[src/rtl/mem_pkg.sv]
// Shared definitions for the data-memory access stage: FSM encoding,
// funct3 access-size codes and byte-enable patterns.
package mem_pkg;

  typedef enum logic [1:0] {
    ST_IDLE = 2'd0,
    ST_BUSY = 2'd1,
    ST_RESP = 2'd2
  } mem_state_e;

  localparam logic [2:0] F3_B  = 3'b000;
  localparam logic [2:0] F3_H  = 3'b001;
  localparam logic [2:0] F3_W  = 3'b010;
  localparam logic [2:0] F3_BU = 3'b100;
  localparam logic [2:0] F3_HU = 3'b101;

  localparam logic [3:0] BE_NONE    = 4'b0000;
  localparam logic [3:0] BE_BYTE    = 4'b0001;
  localparam logic [3:0] BE_HALF_LO = 4'b0011;
  localparam logic [3:0] BE_HALF_HI = 4'b1100;
  localparam logic [3:0] BE_WORD    = 4'b1111;

  function automatic logic f3_legal(input logic [2:0] f3);
    return (f3 == F3_B) || (f3 == F3_H) || (f3 == F3_W) ||
           (f3 == F3_BU) || (f3 == F3_HU);
  endfunction

  // funct3[1:0] carries the size for both signed and unsigned variants.
  function automatic logic f3_aligned(input logic [2:0] f3, input logic [1:0] addr_lo);
    logic ok;
    case (f3[1:0])
      2'b01:   ok = ~addr_lo[0];
      2'b10:   ok = (addr_lo == 2'b00);
      default: ok = 1'b1;
    endcase
    return ok;
  endfunction

endpackage

[src/rtl/mem_lane_align.sv]
// Byte-lane steering: store-side enable/data replication and load-side
// lane extraction with sign or zero extension.
module mem_lane_align
  import mem_pkg::*;
#(
  parameter int WORD_BITWIDTH = 32
) (
  input  logic [2:0]               st_funct3,
  input  logic [1:0]               st_addr_lo,
  input  logic [WORD_BITWIDTH-1:0] store_data,
  output logic [3:0]               st_be,
  output logic [WORD_BITWIDTH-1:0] st_wdata,
  input  logic [2:0]               ld_funct3,
  input  logic [1:0]               ld_addr_lo,
  input  logic [WORD_BITWIDTH-1:0] rdata,
  output logic [WORD_BITWIDTH-1:0] ld_data
);

  logic [7:0]  ld_byte;
  logic [15:0] ld_half;
  logic        ld_signed;

  always_comb begin
    st_be    = BE_WORD;
    st_wdata = store_data;
    case (st_funct3[1:0])
      2'b00: begin
        st_be    = BE_BYTE << st_addr_lo;
        st_wdata = {4{store_data[7:0]}};
      end
      2'b01: begin
        st_be    = st_addr_lo[1] ? BE_HALF_HI : BE_HALF_LO;
        st_wdata = {2{store_data[15:0]}};
      end
      default: ;
    endcase
  end

  assign ld_byte   = rdata[{ld_addr_lo, 3'b000} +: 8];
  assign ld_half   = ld_addr_lo[1] ? rdata[31:16] : rdata[15:0];
  assign ld_signed = ~ld_funct3[2];

  always_comb begin
    ld_data = rdata;
    case (ld_funct3[1:0])
      2'b00:   ld_data = {{24{ld_signed & ld_byte[7]}}, ld_byte};
      2'b01:   ld_data = {{16{ld_signed & ld_half[15]}}, ld_half};
      default: ;
    endcase
  end

endmodule

[src/rtl/mem_stage.sv]
// MEM pipeline stage: issues one data-memory access per load/store, stalls
// upstream until the response, and selects the write-back value.
module mem_stage
  import mem_pkg::*;
#(
  parameter int WORD_BITWIDTH = 32,
  parameter int ADDR_BITWIDTH = 32
) (
  input  logic                     clk,
  input  logic                     rst,
  input  logic                     valid,
  input  logic                     memRead,
  input  logic                     memWrite,
  input  logic [2:0]               funct3,
  input  logic [WORD_BITWIDTH-1:0] ALUresult,
  input  logic [WORD_BITWIDTH-1:0] storeData,
  output logic [WORD_BITWIDTH-1:0] memResult,
  output logic                     stall,
  output logic                     accessFault,
  output logic                     dmem_req,
  output logic                     dmem_we,
  output logic [3:0]               dmem_be,
  output logic [ADDR_BITWIDTH-1:0] dmem_addr,
  output logic [WORD_BITWIDTH-1:0] dmem_wdata,
  input  logic                     dmem_ack,
  input  logic [WORD_BITWIDTH-1:0] dmem_rdata,
  output mem_state_e               dbg_state
);

  mem_state_e state, state_nxt;

  logic                     is_mem, legal, aligned, in_idle, start, fault;
  logic                     load_q;
  logic [2:0]               ld_funct3_q;
  logic [1:0]               ld_addr_lo_q;
  logic [WORD_BITWIDTH-1:0] loadData;
  logic [3:0]               st_be;
  logic [WORD_BITWIDTH-1:0] st_wdata, ld_data;

  assign is_mem  = valid & (memRead | memWrite);
  assign legal   = f3_legal(funct3);
  assign aligned = f3_aligned(funct3, ALUresult[1:0]);
  assign in_idle = (state == ST_IDLE);
  assign start   = in_idle & is_mem & legal & aligned;
  assign fault   = in_idle & is_mem & ~(legal & aligned);

  mem_lane_align #(.WORD_BITWIDTH(WORD_BITWIDTH)) u_align (
    .st_funct3  (funct3),
    .st_addr_lo (ALUresult[1:0]),
    .store_data (storeData),
    .st_be      (st_be),
    .st_wdata   (st_wdata),
    .ld_funct3  (ld_funct3_q),
    .ld_addr_lo (ld_addr_lo_q),
    .rdata      (dmem_rdata),
    .ld_data    (ld_data)
  );

  // Handshake: dmem_req rises with stable addr/we/be/wdata and stays up until
  // the first cycle dmem_ack is seen in BUSY; that cycle completes the access
  // (rdata valid for reads). Ack outside BUSY carries no meaning.
  always_comb begin
    state_nxt = state;
    case (state)
      ST_IDLE: if (start) state_nxt = ST_BUSY;
      ST_BUSY: if (dmem_ack) state_nxt = ST_RESP;
      ST_RESP: state_nxt = ST_IDLE;
      default: state_nxt = ST_IDLE;
    endcase
  end

  always_ff @(posedge clk or posedge rst) begin
    if (rst) begin
      state        <= ST_IDLE;
      dmem_req     <= 1'b0;
      dmem_we      <= 1'b0;
      dmem_be      <= BE_NONE;
      dmem_addr    <= '0;
      dmem_wdata   <= '0;
      load_q       <= 1'b0;
      ld_funct3_q  <= 3'b000;
      ld_addr_lo_q <= 2'b00;
      loadData     <= '0;
    end else begin
      state <= state_nxt;
      if (start) begin
        // memWrite wins when both read and write are flagged.
        dmem_req     <= 1'b1;
        dmem_we      <= memWrite;
        dmem_be      <= memWrite ? st_be : BE_WORD;
        dmem_addr    <= {ALUresult[ADDR_BITWIDTH-1:2], 2'b00};
        dmem_wdata   <= memWrite ? st_wdata : '0;
        load_q       <= ~memWrite;
        ld_funct3_q  <= funct3;
        ld_addr_lo_q <= ALUresult[1:0];
      end
      if ((state == ST_BUSY) && dmem_ack) begin
        dmem_req <= 1'b0;
        if (load_q) loadData <= ld_data;
      end
    end
  end

  assign stall       = start | (state == ST_BUSY);
  assign accessFault = fault;
  assign memResult   = fault ? '0 :
                       ((state == ST_RESP) && load_q) ? loadData : ALUresult;
  assign dbg_state   = state;

endmodule

[config.mk]
export PLATFORM = sky130hd
export DESIGN_NAME = mem_stage
export DESIGN_NICKNAME = d
export VERILOG_FILES = /design/src/rtl/mem_pkg.sv /design/src/rtl/mem_lane_align.sv /design/src/rtl/mem_stage.sv
export SDC_FILE = /design/constraint.sdc
export NUM_CORES = 1
export LEC_CHECK = 0
export CAP_MARGIN = 15
export CORE_UTILIZATION = 50
export CTS_CLUSTER_DIAMETER = 80
export DETAILED_ROUTE_END_ITERATION = 12
export PLACE_DENSITY = 0.95
export SLEW_MARGIN = 40
export SYNTH_ARGS = -nofsm -noshare
export SYNTH_HDL_FRONTEND = slang
export SYNTH_HIERARCHICAL = 1
export SYNTH_SLANG_ARGS = --single-unit
[constraint.sdc]
create_clock -name clk -period 9.4 [get_ports clk]
set_input_delay 1.88 -clock clk [delete_from_list [all_inputs] [get_ports clk]]
set_output_delay 1.88 -clock clk [all_outputs]
set_load 0.01 [all_outputs]
* Word-level counts from Yosys, hierarchy flattened
Cells that the tools add are included.
** Operators by class
- $add $sub $neg :: 0
- Multipliers :: 0
- Divide/modulo/power cells :: 0
- Magnitude comparators :: 0
- Equal/unequal tests :: 11
- Shifts and indexed selects :: 2
- Mux-type cells :: 15
- Bitwise operators :: 14
- Reduce and logical (&&, ||, !) cells :: 14
** Operators by type and width (count)
- case mux 32 bit (2 select lines) :: 2
- two-way mux 32 bit :: 3
- indexed part select 32 x 6 -> 8 bit :: 1
- two-way mux 16 bit :: 1
- AND 1 bit :: 8
- zero test 2 bit :: 4
- two-way mux 4 bit :: 2
- case mux 4 bit (2 select lines) :: 1
- equality test 2 x 1 -> 1 bit (second input constant) :: 3
- equality test 3 bit (second input constant) :: 2
- equality test 2 bit (second input constant) :: 2
- logical OR 1 bit :: 4
- two-way mux 2 bit :: 2
- inverter 1 bit :: 4
- case mux 2 bit (2 select lines) :: 1
- AND reduction 2 bit :: 2
- << shifter 1 x 2 -> 4 bit (first input constant) :: 1
- equality test 3 x 1 -> 1 bit (second input constant) :: 1
- equality test 3 x 2 -> 1 bit (second input constant) :: 1
- zero test 3 bit :: 1
- logical AND 1 bit :: 2
- two-way mux 1 bit :: 2
- != test 2 x 1 -> 1 bit (second input constant) :: 1
- != test 2 bit (second input constant) :: 1
- other kinds (3) :: 4
** Word-level totals
- Bits in registers :: 108
- Latch bits :: 0
- RAM bits :: 0
- ROM bits :: 0
- Bits of input ports :: 105
- Output and inout bits :: 106
- Memories :: 0

* Longest topological paths before layout
- Depth after elaboration :: 9
- Gate-level depth with buffers :: 8
- Gate-level depth less buffers :: 6

* Cells and area by module
Netlist, hierarchy kept.
** Modules (own cells, without submodules)
- mem_stage :: times used 1, cells each 406, area each 4949.7 um^2, seq. area each 2702.6 um^2
- mem_lane_align :: times used 1, cells each 156, area each 1148.6 um^2, seq. area each 0.0 um^2

* Worst setup path before layout
No wires, ideal clock.
- Path type :: input to output
- Start :: in funct3[0]
- End :: out memResult[0]
- Arrival :: 3.078 ns
- Required time :: 7.520 ns
- Slack :: 4.442 ns
- Stages on the path :: 6
- Cells stage by stage :: inv_1 > ha_1 > a211o_1 > o21ai_1 > clkbuf_1 > a21oi_1
** Between the ends
- Cells in the longest elaborated chain, start to end :: 9
** RTL lines
- start: declaration :: line mem_stage.sv:14 : input logic [2:0] funct3,
- equality test 3 x 1 -> 1 bit or zero test 3 bit (tied branches) :: line mem_pkg.sv:24 : return (f3 == F3_B) || (f3 == F3_H) || (f3 == F3_W) ||
- logical OR 1 bit (3 in series) :: line mem_pkg.sv:24
- logical OR 1 bit :: line mem_pkg.sv:25 : (f3 == F3_BU) || (f3 == F3_HU);
- AND 1 bit * :: line mem_stage.sv:45 : assign fault = in_idle & is_mem & ~(legal & aligned);
- inverter 1 bit * :: line mem_stage.sv:45
- AND 1 bit * :: line mem_stage.sv:45
- two-way mux 32 bit * :: line mem_stage.sv:106 : assign memResult = fault ? '0 :
- end: declaration :: line mem_stage.sv:17 : output logic [WORD_BITWIDTH-1:0] memResult,
Every way passes the cells marked *; elsewhere a longest branch is shown, timed or not.

* Worst setup path after layout
- Start :: in funct3[0]
- End :: out accessFault
** Between the ends
- Cells in the longest elaborated chain, start to end :: 8
** RTL lines
- equality test 3 x 1 -> 1 bit or zero test 3 bit (tied branches) :: line mem_pkg.sv:24
- logical OR 1 bit (3 in series) :: line mem_pkg.sv:24
- logical OR 1 bit :: line mem_pkg.sv:25
- AND 1 bit * :: line mem_stage.sv:45
- inverter 1 bit * :: line mem_stage.sv:45
- AND 1 bit * :: line mem_stage.sv:45
- end: declaration :: line mem_stage.sv:19 : output logic accessFault,
Marks and branches as above.

==> impl_metrics.tcl <==
set metrics [dict create \
    gp_congestion 0.812 \
    cpMostUsedCell "clkdlybuf4s50_1" \
    finalMaxSlewViolations 0 \
    totalWireLength_mm 17.5 \
    setup_viol 0 \
    syn_inst 562 \
    cts_resized 0 \
    crit_fanout 33 \
    cts_buffers 9 \
    timing.slew.headroom 0.501 \
    antenna_found_initial 0 \
    startpoint_type "primary input" \
    period_share 0.706 \
    cts_tree "done" \
    num_rows 39 \
    vdd_drop_max_uv 130 \
    dieArea_um2 12600 \
    ys_seq_elements 108 \
    grt_max_degree 68 \
    initial_core_util 0.523 \
    via_per_inst 5.79 \
    drt-initial-drc-count 297 \
    drive_above_1_share 0.136 \
    hold_class "reg -> reg" \
    slowest_stage "clkdlybuf4s50_1" \
    vias 5163 \
    fin_skew_ns 0.00722 \
    syn_area_um2 6100 \
    p_per_area_nw_per_um2 236 \
    area_growth_pct 39.5 \
    core_region_area_um2 11700 \
    max-clock-path-buffers 2 \
    avgSynthCellArea_um2 10.9 \
    avgRoutedWirePerCell_um 19.7 \
    maxCapViolations 0 \
    reg2reg_from "dbg_state[1]" \
    pre_cts_ws_ns 2.75 \
    final_util 0.730 \
    synth.distinct_cells 40 \
    dr.pass1.iters 5 \
    crit_type "in -> out" \
    fin_total_pwr_mw 2.01 \
    grt_pass1_wl_mm 27.6 \
    cts.clk_slew.worst_paths_ns 0.07 \
    rsz0062_at_grt "false" \
    yosysWarnings 6 \
    die_h_um 112 \
    grt_overflow 0 \
    hpwl_mm 12.9 \
    p_leak_nw 3.82 \
    io_pins 211 \
    path_cells "clkdlybuf4s50_1 > inv_1 > ha_1 > a211o_1 > o21ai_2 > buf_4 > and2_1 > clkdlybuf4s50_1" \
    hold_violations 0 \
    final.setup.tns_ns 0 \
    die_w_um 112 \
    grt_pass1_vias 5274 \
    n_antenna_cell 0 \
    grt_use_total 0.282 \
    hold_start "dmem_addr[29]" \
    cts_hold_buf 0 \
    slowest_delay_ns 0.93 \
    clkLatencyLatePin_ns 0.34 \
    finalWorstSetupSlack_ns 2.76 \
    clock-sinks 108 \
    cts_setup_buffers 0 \
    clockRootBuffer "clkbuf_16" \
    crit_required_ns 7.52 \
    fmax_mhz 151 \
    worst_pin_slew_ns 0.746 \
    cts.htree.levels 3 \
    layout_min_cycle_time_ns 6.64 \
    critical_path_arrival_ns 4.76 \
    portBuffers 208 \
    crit_path_end_kind "output port" \
    status "complete, no violations" \
    fillers 770 \
    seq_area_frac_synth 0.443 \
    critical_path.startpoint "funct3[0]" \
    ant_nets 0 \
    drc 0 \
    finalNetCount 851 \
]
[state kept, by name (all words and copies together) (netlist names)]
register and flops:
dmem_wdata 32, ld_funct3_q 3, dmem_req 1, load_q 1, ld_addr_lo_q 2, dbg_state 2, dmem_we 1, dmem_be 4
dmem_addr 30, loadData 32
[power by group]
group          leakage [nW]  switching (mW)  internal [mW]
clock network         0.149           0.171          0.221
registers              1.32           0.134          0.649
logic                  2.36           0.356          0.481
total                  3.82           0.661           1.35
[critical path: cells and delay by family]
family	cells	cell delay, ns
fa+ha+maj	1	0.27
buf+inv	4	1.96
compound gates	2	0.46
simple gates	1	0.18
[synthesized netlist by cell type (all sizes together)]
cell | number | share of area
clkbuf | 20 | 0.013
nand2b | 8 | 0.0082
o221a | 3 | 0.0055
nor4b | 1 | 0.0039
a211o | 1 | 0.0014
a21oi | 36 | 0.030
nor2 | 6 | 0.0037
nand2 | 62 | 0.038
o21bai | 2 | 0.0025
and2 | 2 | 0.0021
mux2 | 92 | 0.17
mux2i | 78 | 0.13
mux4 | 1 | 0.0037
a22o | 8 | 0.011
ha | 3 | 0.0062
nor2b | 1 | 0.0010
a21o | 3 | 0.0037
dfrtp | 108 | 0.44
conb | 1 | 0.00061
o211a | 1 | 0.0016
o21a | 1 | 0.0012
o21ai | 27 | 0.022
buf | 29 | 0.034
a31oi | 2 | 0.0021
nor3b | 2 | 0.0051
or2 | 1 | 0.0010
nand3b | 1 | 0.0012
a221o | 12 | 0.020
a32oi | 1 | 0.0014
o211ai | 1 | 0.0012
inv | 44 | 0.027
and4b | 4 | 0.0066
[cell usage in the layout, fill, tap and decap left out, types with 2 or more instances in the layout]
cell type,netlist,routed
clkbuf_8,0,2
clkinv_2,0,2
mux2_1,27,27
dfrtp_1,108,107
mux2i_1,78,78
o21ai_0,26,26
clkdlybuf4s50_1,0,208
mux2_2,65,65
a22o_1,8,8
conb_1,1,2
a31oi_1,2,2
a21oi_1,36,36
ha_1,3,3
nand2_1,62,62
buf_4,14,7
a21o_1,3,3
a221o_1,12,12
inv_1,43,42
nand2b_1,8,8
o21bai_1,2,2
and4b_1,4,4
nor2_1,6,6
clkbuf_16,0,9
o221a_2,3,3
and2_1,2,2
[metal layers]
metal,global-route usage,share of wire
met5,0,0
met3,0.0713,0.090
met4,0.128,0.031
met1,0.344,0.39
met2,0.470,0.49
[worst paths after layout]
path | end | slack (ns) | cells after the start
max | accessFault | 2.76 | 8
min | dmem_addr[29] | 0.49 | 1
max reg2reg | dmem_addr[13] | 6.80 | 6
min reg2reg | dmem_addr[29] | 0.49 | 1
max in group asynchronous | loadData[25] | 6.48 | 3
min in group asynchronous | dmem_be[1] | 1.93 | 2
[logic make-up (layout without fill, tap and decap cells)]
family                   Yosys count  after routing  synth area share
AO/OA/AOI/OAI                     98             98             0.104
multiplexers                     171            171             0.302
buffers and inverters             93            278            0.0739
adder cells (fa/ha/maj)            3              3           0.00616
other                              1              2          0.000615
AND/OR/NAND/NOR                   88             88            0.0710
flip-flops                       108            108             0.443
[stage by stage]
step                      hold slack (ns)  area [um2]  cells
final                               0.490        8510    891
after global routing                0.500        8510    891
after CTS                           0.489        8500    891
after detailed placement            0.474        8200    875
after global placement              0.467        8150    873
after floorplan                     0.471        6100    563
[area by class of cell]
class / instances / area (um2) / area share
multi-input combinational: 362 / 2960 / 0.348
clock inverter: 4 / 47.5 / 0.00559
clock buffer: 12 / 256 / 0.0301
tap: 143 / 179 / 0.0210
inverter: 44 / 168 / 0.0197
sequential: 108 / 2700 / 0.318
timing repair buffer: 218 / 2190 / 0.258
Power figures use the tool's default switching activity.
